$ cat src/rtl/rob_nway_pkg.sv
// Shared types for the reorder buffer: instruction class, entry lifecycle,
// per-entry bookkeeping and the commit FSM encoding.
package tomasula_types;

  typedef enum logic [1:0] {OP_ALU = 2'd0, OP_BR = 2'd1, OP_LD = 2'd2, OP_ST = 2'd3} rob_op_t;

  typedef enum logic [1:0] {ENT_FREE = 2'd0, ENT_ISSUED = 2'd1, ENT_DONE = 2'd2} rob_ent_state_t;

  typedef struct packed {
    rob_ent_state_t state;
    rob_op_t        op;
    logic [4:0]     rd;
    logic           mispredict;
  } rob_entry_t;

  typedef enum logic {CM_IDLE = 1'b0, CM_MEM_WAIT = 1'b1} rob_cm_state_t;

  // Width of a writeback-port index; never zero so single-port builds still elaborate.
  function automatic int port_w(input int n);
    return (n > 1) ? $clog2(n) : 1;
  endfunction

endpackage

$ cat src/rtl/rob_wb_match.sv
// Finds which writeback port targets a given tag; the lowest port index wins
// when several ports carry the same tag.
module rob_wb_match
  import tomasula_types::*;
#(
  parameter int WB_PORTS = 5,
  parameter int TAG_W    = 3,
  localparam int PORT_W  = port_w(WB_PORTS)
) (
  input  logic [WB_PORTS-1:0]            i_wb_valid,
  input  logic [WB_PORTS-1:0][TAG_W-1:0] i_wb_tag,
  input  logic [TAG_W-1:0]               i_tag,
  output logic                           o_hit,
  output logic [PORT_W-1:0]              o_port
);

  // Scan high to low so the last assignment is the lowest matching port.
  always_comb begin
    o_hit  = 1'b0;
    o_port = '0;
    for (int p = WB_PORTS - 1; p >= 0; p--) begin
      if (i_wb_valid[p] && (i_wb_tag[p] == i_tag)) begin
        o_hit  = 1'b1;
        o_port = PORT_W'(p);
      end
    end
  end

endmodule

$ cat src/rtl/rob_nway.sv
// Reorder buffer with N writeback ports, two operand lookups and an in-order
// single-retire commit FSM that sequences loads/stores to memory.
module rob_nway
  import tomasula_types::*;
#(
  parameter int DEPTH    = 8,
  parameter int WB_PORTS = 5,
  parameter int XLEN     = 32,
  localparam int TAG_W   = $clog2(DEPTH),
  localparam int CNT_W   = TAG_W + 1,
  localparam int PORT_W  = port_w(WB_PORTS)
) (
  input  logic                           i_clk,
  input  logic                           i_rst,
  input  logic                           i_alloc_valid,
  input  rob_op_t                        i_alloc_op,
  input  logic [4:0]                     i_alloc_rd,
  output logic                           o_alloc_ready,
  output logic [TAG_W-1:0]               o_alloc_tag,
  input  logic [WB_PORTS-1:0]            i_wb_valid,
  input  logic [WB_PORTS-1:0][TAG_W-1:0] i_wb_tag,
  input  logic [WB_PORTS-1:0][XLEN-1:0]  i_wb_data,
  input  logic [WB_PORTS-1:0]            i_wb_mispredict,
  input  logic [1:0][TAG_W-1:0]          i_rd_tag,
  output logic [1:0]                     o_rd_ready,
  output logic [1:0][XLEN-1:0]           o_rd_data,
  output logic                           o_commit_valid,
  output logic [4:0]                     o_commit_rd,
  output logic [XLEN-1:0]                o_commit_data,
  output logic [TAG_W-1:0]               o_commit_tag,
  output logic                           o_mem_read,
  output logic                           o_mem_write,
  output logic [XLEN-1:0]                o_mem_addr,
  input  logic                           i_mem_resp,
  input  logic [XLEN-1:0]                i_mem_rdata,
  output logic                           o_flush,
  output logic [XLEN-1:0]                o_redirect_pc,
  output logic [CNT_W-1:0]               o_count
);

  rob_entry_t    r_ent  [DEPTH];
  logic [XLEN-1:0] r_data [DEPTH];
  logic [TAG_W-1:0] r_head, r_tail;
  logic [CNT_W-1:0] r_count;
  rob_cm_state_t r_cstate;

  logic [DEPTH-1:0]  w_ent_hit;
  logic [PORT_W-1:0] w_ent_port [DEPTH];
  logic [1:0]        w_rd_hit;
  logic [PORT_W-1:0] w_rd_port  [2];
  logic              w_alloc, w_go_mem;
  rob_entry_t        w_head;
  logic [XLEN-1:0]   w_head_data;

  for (genvar e = 0; e < DEPTH; e++) begin : g_ent
    rob_wb_match #(.WB_PORTS(WB_PORTS), .TAG_W(TAG_W)) u_match (
      .i_wb_valid (i_wb_valid),
      .i_wb_tag   (i_wb_tag),
      .i_tag      (TAG_W'(e)),
      .o_hit      (w_ent_hit[e]),
      .o_port     (w_ent_port[e])
    );
  end

  for (genvar r = 0; r < 2; r++) begin : g_rd
    rob_wb_match #(.WB_PORTS(WB_PORTS), .TAG_W(TAG_W)) u_match (
      .i_wb_valid (i_wb_valid),
      .i_wb_tag   (i_wb_tag),
      .i_tag      (i_rd_tag[r]),
      .o_hit      (w_rd_hit[r]),
      .o_port     (w_rd_port[r])
    );
  end

  assign w_head      = r_ent[r_head];
  assign w_head_data = r_data[r_head];
  assign o_alloc_tag = r_tail;
  assign o_count     = r_count;
  assign w_alloc     = i_alloc_valid && o_alloc_ready;

  // Operand lookup: stored result first, otherwise bypass a same-cycle writeback.
  always_comb begin
    for (int r = 0; r < 2; r++) begin
      o_rd_ready[r] = 1'b0;
      o_rd_data[r]  = '0;
      if (r_ent[i_rd_tag[r]].state == ENT_DONE) begin
        o_rd_ready[r] = 1'b1;
        o_rd_data[r]  = r_data[i_rd_tag[r]];
      end else if (r_ent[i_rd_tag[r]].state == ENT_ISSUED && w_rd_hit[r]) begin
        o_rd_ready[r] = 1'b1;
        o_rd_data[r]  = i_wb_data[w_rd_port[r]];
      end
    end
  end

  always_comb begin
    o_commit_valid = 1'b0;
    o_commit_rd    = '0;
    o_commit_data  = '0;
    o_commit_tag   = '0;
    o_mem_read     = 1'b0;
    o_mem_write    = 1'b0;
    o_mem_addr     = '0;
    o_flush        = 1'b0;
    o_redirect_pc  = '0;
    w_go_mem       = 1'b0;
    if (r_cstate == CM_MEM_WAIT) begin
      o_mem_read  = (w_head.op == OP_LD);
      o_mem_write = (w_head.op == OP_ST);
      o_mem_addr  = w_head_data;
      if (i_mem_resp) begin
        o_commit_valid = 1'b1;
        o_commit_tag   = r_head;
        if (w_head.op == OP_LD) begin
          o_commit_rd   = w_head.rd;
          o_commit_data = i_mem_rdata;
        end
      end
    end else if (w_head.state == ENT_DONE) begin
      case (w_head.op)
        OP_ALU: begin
          o_commit_valid = 1'b1;
          o_commit_tag   = r_head;
          o_commit_rd    = w_head.rd;
          o_commit_data  = w_head_data;
        end
        OP_BR: begin
          o_commit_valid = 1'b1;
          o_commit_tag   = r_head;
          o_flush        = w_head.mispredict;
          o_redirect_pc  = w_head.mispredict ? w_head_data : '0;
        end
        default: w_go_mem = 1'b1;
      endcase
    end
    o_alloc_ready = (r_count < CNT_W'(DEPTH)) && !o_flush;
  end

  // A mispredict flush behaves like reset for all bookkeeping state.
  always_ff @(posedge i_clk) begin
    if (!i_rst || o_flush) begin
      for (int e = 0; e < DEPTH; e++) r_ent[e] <= '{ENT_FREE, OP_ALU, 5'd0, 1'b0};
      r_head   <= '0;
      r_tail   <= '0;
      r_count  <= '0;
      r_cstate <= CM_IDLE;
    end else begin
      for (int e = 0; e < DEPTH; e++) begin
        if (w_ent_hit[e] && r_ent[e].state == ENT_ISSUED) begin
          r_ent[e].state      <= ENT_DONE;
          r_ent[e].mispredict <= i_wb_mispredict[w_ent_port[e]];
        end
      end
      if (o_commit_valid) begin
        r_ent[r_head].state <= ENT_FREE;
        r_head              <= r_head + 1'b1;
      end
      if (w_alloc) begin
        r_ent[r_tail] <= '{ENT_ISSUED, i_alloc_op, i_alloc_rd, 1'b0};
        r_tail        <= r_tail + 1'b1;
      end
      r_count <= r_count + CNT_W'(w_alloc) - CNT_W'(o_commit_valid);
      if (r_cstate == CM_IDLE && w_go_mem)
        r_cstate <= CM_MEM_WAIT;
      else if (r_cstate == CM_MEM_WAIT && i_mem_resp)
        r_cstate <= CM_IDLE;
    end
  end

  always_ff @(posedge i_clk) begin
    for (int e = 0; e < DEPTH; e++) begin
      if (i_rst && !o_flush && w_ent_hit[e] && r_ent[e].state == ENT_ISSUED)
        r_data[e] <= i_wb_data[w_ent_port[e]];
    end
  end

endmodule

$ cat config.mk
export PLATFORM = sky130hd
export DESIGN_NAME = rob_nway
export DESIGN_NICKNAME = d
export VERILOG_FILES = /design/src/rtl/rob_nway_pkg.sv /design/src/rtl/rob_wb_match.sv /design/src/rtl/rob_nway.sv
export SDC_FILE = /design/constraint.sdc
export NUM_CORES = 1
export LEC_CHECK = 0
export CAP_MARGIN = 30
export CORE_ASPECT_RATIO = 0.6
export CORE_MARGIN = 4
export CORE_UTILIZATION = 35
export DETAILED_ROUTE_END_ITERATION = 10
export PLACE_DENSITY = 0.58
export SLEW_MARGIN = 20
export SYNTH_ARGS = -nofsm -noshare
export SYNTH_HDL_FRONTEND = slang
export SYNTH_SLANG_ARGS = --single-unit
$ cat constraint.sdc
create_clock -name i_clk -period 4.1 [get_ports i_clk]
set_input_delay 0.615 -clock i_clk [delete_from_list [all_inputs] [get_ports i_clk]]
set_output_delay 0.615 -clock i_clk [all_outputs]
set_load 0.005 [all_outputs]
==> results.sh, run 1 <==
export IMPL_status="finished clean"
export IMPL_ys_ff_latch=350
export IMPL_clock_latency_ns=0.60
export IMPL_place_area_um2=40140
export IMPL_postLayoutCoreUtil_pct=43.53
export IMPL_drt_pass1_iterations=6
export IMPL_slew_headroom_pct=43.10
export IMPL_synth_compound_area_share_pct=18.65
export IMPL_yosys_area_share_xor_xnor_pct=0.9048
export IMPL_grt_max_degree=75
export IMPL_synth_most_common_cell="mux2i_1"
export IMPL_cp_num_buf_inv=2
export IMPL_clk_pin_slew_ns=0.07
export IMPL_timing_hold_ws_ns=0.5124
export IMPL_routed_via_count=33170
export IMPL_p_per_area_nw_per_um2=273.6
export IMPL_ys_flop_type="edfxtp_1"
export IMPL_cp_slowest_stage_delay_ns=0.65
export IMPL_drt_wl_total_um=161800
export IMPL_core_area_um2=96010
export IMPL_whs_path_depth=2
export IMPL_drtIter0Drc=5765
export IMPL_pre_cts_slack_ns=0.0009142
export IMPL_grtUsageTotal_pct=30.22
export IMPL_layout_min_cycle_time_ns=4.090
export IMPL_multi_input_area_um2=21960
export IMPL_clock_sinks=350
export IMPL_synth_mux_area_fraction_pct=31.63
export IMPL_period_share_pct=99.76
export IMPL_min_from="r_ent[1][0]$_SDFFE_PP0P_"
export IMPL_numCtsBuffers=41
export IMPL_synth_common_cells="mux2i_1 (571), a21oi_1 (363), clkbuf_1 (343)"
export IMPL_cts_tree="built"
export IMPL_routabilityCongestion=0.9706
export IMPL_crit_chain="buf_6 -> nor2b_2 -> a22oi_1 -> a31oi_1 -> nand3_2 -> o21ai_0 -> clkdlybuf4s50_1"
export IMPL_start_util_pct=35.29
export IMPL_hold_viol=0
export IMPL_p_clk_share_pct=33.8
export IMPL_setup_viol_count_final=0
export IMPL_cap_violations=0
export IMPL_dp_cells=4979
export IMPL_clockBufferDepth=3
export IMPL_setup_slack_ns=0.009640
export IMPL_yosys_area_share_simple_pct=12.26
export IMPL_required_ns=3.48
export IMPL_grt_pass1_vias=30520
export IMPL_postSynthCellCount=3547
export IMPL_layout_nets=3971
export IMPL_tightestPinTransition_ns=0.8420
export IMPL_path_class="register to output port"
export IMPL_final_cell_count_no_fill=5074
export IMPL_critPathSlowestCell="clkdlybuf4s50_1"
export IMPL_drtAntennaViolNets=0
export IMPL_ys_top_cells_by_area="edfxtp_1 (28%), mux2i_1 (17%), mux4_2 (14%)"
export IMPL_synthDistinctLibCells=76
export IMPL_power_frac_comb_pct=30.3
export IMPL_fmax_ghz=0.2445
export IMPL_critPathLaunchType="register"
export IMPL_synth_top_cell_area_share_pct=27.65
export IMPL_crit_arrival_ns=3.48
export IMPL_synth_area_leader_cell="edfxtp_1"
export IMPL_switching_share_pct=33.26
export IMPL_min_to="r_ent[1][0]$_SDFFE_PP0P_"
export IMPL_n_fill_cell=9131
export IMPL_antenna_found_initial=8
export IMPL_hp_class="register to register"
export IMPL_p_int_w=0.007631
export IMPL_die_w_um=409.7
export IMPL_synth_async_reset_ratio_pct=0
export IMPL_cp_top_family="compound AO/OA/AOI/OAI gates"
export IMPL_cp_end_kind="output port"
export IMPL_regArea_um2=10140
export IMPL_synthAdderAreaFrac_pct=0.2807
export IMPL_crit_fanout=7
export IMPL_reg2reg_slack_ns=0.84
export IMPL_die_area_um2=102000
export IMPL_portBuffers=415
export IMPL_max_vdd_ir_drop_mv=0.2687
export IMPL_ys_warn_count=0
export IMPL_syn_area_um2=33880
export IMPL_rr_endpoint="o_count[2]$_SDFF_PP0_"
export IMPL_dp_hpwl_um=107200
export IMPL_cts_root_buffer="clkbuf_16"
export IMPL_synth_top_family_by_area="multiplexers"
export IMPL_cts_hold_buf=0
export IMPL_syn_to_final_growth_pct=23.34
export IMPL_die_height_um=249
export IMPL_syn_nets=3788
export IMPL_fin_worst_skew_ns=0.02261
export IMPL_grt_first_pass_wirelength_um=227900
export IMPL_switchingPower_w=0.003803
export IMPL_synth_avg_cell_area_um2=9.552
export IMPL_finalMaxSlewViolations=0
export IMPL_vias_per_cell=6.538
export IMPL_ios=416
export IMPL_finalInstanceArea_um2=41790
export IMPL_cts_htree_levels=2
export IMPL_routedWlPerCell_um=31.89
export IMPL_p_seq_share_pct=35.9
export IMPL_num_rows=88
export IMPL_grt_overflow=0
export IMPL_leakage_nw=15.62
export IMPL_r2r_cells=14
export IMPL_seq_area_frac_synth_pct=29.90
export IMPL_synth_enable_flop_cells=312
export IMPL_layout_drive_gt1_share_pct=16.38
export IMPL_drcViolationCount=0
## how the worst max path moves through the flow
stage / startpoint / slack [ns] / cells past startpoint / end
finish: register / 0.01 / 7 / o_commit_data[27]
floorplan: i_wb_tag[3] / 0.29 / 6 / r_data[1][0]$_DFFE_PP_
detailed placement: i_wb_tag[9] / 0.0009 / 9 / o_rd_data[29]
global placement: i_wb_tag[10] / 0.007 / 9 / o_rd_data[29]
CTS: register / 0.02 / 8 / o_redirect_pc[20]
global route: register / -0.01 / 5 / o_commit_data[4]
## stage by stage
step / setup TNS [ns] / power [W]
final: 0 / 0.01143
after CTS: 0 / 0.01131
after floorplan: 0 / 0.006161
after global routing: -0.01563 / 0.01178
after global placement: 0 / 0.007481
after detailed placement: 0 / 0.007508
## cell families after synthesis
kind of cell,Yosys count
AOI/OAI and AO/OA,998
and+or+nand+nor,833
muxes,803
xor gates and xnor gates,35
DFF,350
adders and majority gates,7
buffers and inverters,521
## layer usage
| layer | global-route usage (%) | up-vias | wire (µm) |
|---|---|---|---|
| li1 | - | 14010 | - |
| met5 | 0 | - | 0 |
| met1 | 43.55 | 16040 | 66170 |
| met4 | 10.68 | 0 | 6067 |
| met2 | 41.96 | 2785 | 65990 |
| met3 | 10.01 | 346 | 23580 |
## flip-flops by register name (all words and copies together), names as in the netlist, named ones only
| register | flops |
|---|---|
| o_count | 4 |
| r_cstate | 1 |
| r_head | 3 |
| o_alloc_tag | 3 |
| r_ent | 80 |
| r_data | 256 |
## power by group through the flow
stage                     clock [W]  combinational, W  sequential [W]
after CTS                   0.00386           0.00335         0.00410
after floorplan                   0           0.00200         0.00416
after global placement            0           0.00330         0.00418
final                       0.00386           0.00347         0.00411
after detailed placement          0           0.00333         0.00418
after global routing        0.00402           0.00365         0.00412
## repair_timing
| action | 4_1_cts | 5_1_grt |
|---|---|---|
| setup buffers | 9 | 4 |
| resized for setup | 13 | 37 |
| endpoints found under the setup margin | 72 | 52 |
| pin swaps | 1 | 0 |
## worst reg2reg max path: cells and delay by family, from the launching register on
| kind | cells | cell delay (ns) |
|---|---|---|
| AOI/OAI and AO/OA | 2 | 0.43 |
| buffers and inverters | 4 | 0.46 |
| xor gates and xnor gates | 1 | 0.14 |
| adders and majority gates | 3 | 0.77 |
| DFF | 1 | 0.44 |
| and+or+nand+nor | 4 | 0.88 |
## area by class of cell
cell class	instances	share of cell area (%)
antenna	8	0.04790
sequential	350	24.27
clock buffer	46	2.500
tap	1305	3.907
multi-input combinational	2676	52.56
inverter	13	0.1168
timing repair buffer	648	15.94
clock inverter	28	0.6617
## layout by cell type (no fill, tap or decap), types with 8 or more instances in the layout
master,netlist,routed
mux2i_1,571,568
clkdlybuf4s50_1,0,397
a21oi_1,363,358
edfxtp_1,312,312
nor2_1,271,255
nand2_1,246,245
mux4_2,212,212
a211oi_1,186,183
buf_4,14,174
o22ai_1,130,128
o21ai_0,94,94
o211ai_1,81,81
nor2b_1,87,80
o22a_1,64,64
and2_1,62,62
buf_12,0,55
clkbuf_16,0,41
dfxtp_1,38,34
xnor2_1,32,32
a221oi_1,30,30
mux2_2,20,20
nor3_1,21,20
nand4_1,15,15
nand3_1,14,13
inv_1,11,11
nor2_4,0,11
nand4b_1,11,11
nand2b_1,15,11
dlymetal6s2s_1,0,11
nand3b_1,10,10
nor4bb_1,10,10
diode_2,0,8
o21a_1,8,8
and4b_1,8,8
nand4bb_1,8,8
clkinv_1,0,8
buf_6,4,8
No activity file was read; power rests on OpenSTA's default activity.
==> inputs of run 2 (changes only) <==
MAX_ROUTING_LAYER = met4   (was not set)
clock period = 4.45 ns   (was 4.1 ns; I/O delays follow)
==> run 2 against run 1 <==
Against the previous run: routed wire length fell by 1.2%; non-clock buffer count is 57 lower; clock skew increased by 0.0073 ns; register-to-register slack improved by 0.14 ns; worst hold slack got worse by 0.0042 ns; clock power fell by 4%; sequential share of layout area is 0.35 points higher; via count fell by 1.7%; critical path type is now input port to output port; critical endpoint is now o_rd_data[13]; largest cell class unchanged.
==> results.sh, run 2 (synthesis results as in run 1) <==
export IMPL_period_share_pct=99.40
export IMPL_syn_to_final_growth_pct=21.57
export IMPL_layout_commonest_cell="mux2i_1"
export IMPL_routed_via_count=32600
export IMPL_dp_hpwl_um=105200
export IMPL_p_per_area_nw_per_um2=256.9
export IMPL_core_area_um2=96010
export IMPL_cts_htree_levels=2
export IMPL_tns_ns=0
export IMPL_slew_headroom_pct=36.33
export IMPL_clockBufferDepth=3
export IMPL_max_vdd_ir_drop_mv=0.2516
export IMPL_layout_min_cycle_time_ns=4.423
export IMPL_multi_input_area_um2=21890
export IMPL_clock_sinks=350
export IMPL_ios=416
export IMPL_place_area_um2=39720
export IMPL_rsz0062_at_grt="false"
export IMPL_setup_viol_count_final=0
export IMPL_tightestPinTransition_ns=0.9418
export IMPL_rr_endpoint="o_count[2]$_SDFF_PP0_"
export IMPL_switching_share_pct=32.77
export IMPL_routabilityCongestion=0.9637
export IMPL_portBuffers=415
export IMPL_cts_root_buffer="clkbuf_16"
export IMPL_routedWlPerCell_um=31.84
export IMPL_drtAntennaViolNets=0
export IMPL_die_height_um=249
export IMPL_layout_common_cells="mux2i_1 (570), clkdlybuf4s50_1 (409), a21oi_1 (358), edfxtp_1 (312), nor2_1 (260)"
export IMPL_r2r_cells=12
export IMPL_fmax_ghz=0.2261
export IMPL_required_ns=3.78
export IMPL_min_to="r_ent[5][0]$_SDFFE_PP0P_"
export IMPL_cap_violations=0
export IMPL_switchingPower_w=0.003468
export IMPL_largest_register="r_data"
export IMPL_num_rows=88
export IMPL_antenna_found_initial=12
export IMPL_cts_hold_buf=0
export IMPL_p_clk_share_pct=34.9
export IMPL_drcViolationCount=0
export IMPL_regArea_um2=10140
export IMPL_numCtsBuffers=41
export IMPL_grt_first_pass_wirelength_um=226000
export IMPL_grtUsageTotal_pct=30.79
export IMPL_vias_per_cell=6.490
export IMPL_min_from="r_ent[5][0]$_SDFFE_PP0P_"
export IMPL_cp_end_kind="output port"
export IMPL_cts_tree="built"
export IMPL_crit_arrival_ns=3.76
export IMPL_grt_pass1_vias=30090
export IMPL_p_int_w=0.007113
export IMPL_path_class="input port to output port"
export IMPL_fin_worst_skew_ns=0.02991
export IMPL_grt_max_degree=65
export IMPL_p_seq_share_pct=35.8
export IMPL_layout_nets=3914
export IMPL_hp_class="register to register"
export IMPL_drt_wl_total_um=159900
export IMPL_whs_path_depth=2
export IMPL_finalInstanceArea_um2=41190
export IMPL_hold_viol=0
export IMPL_finalMaxSlewViolations=0
export IMPL_crit_fanout=20
export IMPL_grt_overflow=0
export IMPL_largest_reg_flops=256
export IMPL_drtIter0Drc=5027
export IMPL_die_area_um2=102000
export IMPL_clock_latency_ns=0.61
export IMPL_drt_pass1_iterations=6
export IMPL_n_fill_cell=9237
export IMPL_status="finished clean"
export IMPL_clk_pin_slew_ns=0.07
export IMPL_critPathLaunchType="input port"
export IMPL_die_w_um=409.7
export IMPL_power_frac_comb_pct=29.3
export IMPL_leakage_nw=15.09
export IMPL_reg2reg_slack_ns=0.98
export IMPL_layout_drive_gt1_share_pct=14.57
export IMPL_start_util_pct=35.29
-- run 2: repair_timing --
| item | CTS | global route |
|---|---|---|
| endpoints found under the setup margin | 38 | 3 |
| cloned | 0 | 0 |
| resized for setup | 2 | 4 |
| setup buffers | 1 | 0 |
-- run 2: layout make-up --
cell class | instances | share of cell area [%]
antenna | 12 | 0.07290
clock buffer | 49 | 2.691
clock inverter | 26 | 0.6895
inverter | 13 | 0.1185
multi-input combinational | 2676 | 53.14
sequential | 350 | 24.62
tap | 1305 | 3.964
timing repair buffer | 591 | 14.70
-- run 2: how the worst max path moves through the flow --
stage	start	to	slack [ns]	cells after the start
floorplan	i_wb_tag[3]	r_data[1][0]$_DFFE_PP_	0.58	6
global placement	i_wb_tag[9]	o_rd_data[42]	0.17	10
detailed placement	i_wb_tag[9]	o_rd_data[42]	0.13	10
CTS	register	o_commit_rd[4]	0.10	8
global route	i_wb_tag[7]	o_rd_data[13]	0.01	9
finish	i_wb_tag[6]	o_rd_data[13]	0.03	9
-- run 2: power groups by stage --
stage	logic, W	clock network, W	registers (W)
finish	0.00310	0.00369	0.00379
global route	0.00327	0.00384	0.00380
CTS	0.00302	0.00371	0.00378
detailed placement	0.00301	0	0.00386
global placement	0.00297	0	0.00385
floorplan	0.00184	0	0.00383
-- run 2: routing by layer --
layer / up-vias / wire, µm / track usage, %
met5: - / 0 / -
met4: 0 / 5873 / 10.67
met2: 2559 / 65910 / 42.40
li1: 13880 / - / -
met1: 15770 / 67440 / 43.59
met3: 382 / 20690 / 7.799
-- run 2: worst max-delay path: stages --
cell,delay [ns]
clkdlybuf4s50_1,0.54
xnor2_1,0.13
and4_1,0.45
or3b_2,0.22
buf_4,0.41
o22a_1,0.22
o22ai_1,0.07
o22ai_1,0.42
clkdlybuf4s50_1,0.60
-- run 2: through the flow --
step	hold slack [ns]	cells	total power, W	util (%)	worst slack, ns
5_1_grt	0.5417	5021	0.01091	42.90	0.01218
2_1_floorplan	0.4673	3547	0.005676	-	0.5836
3_5_place_dp	0.4906	4934	0.006860	41.37	0.1335
3_3_place_gp	0.4862	4931	0.006824	41.32	0.1701
6_report	0.5082	5022	0.01058	42.90	0.02669
4_1_cts	0.5005	5010	0.01051	42.86	0.1027
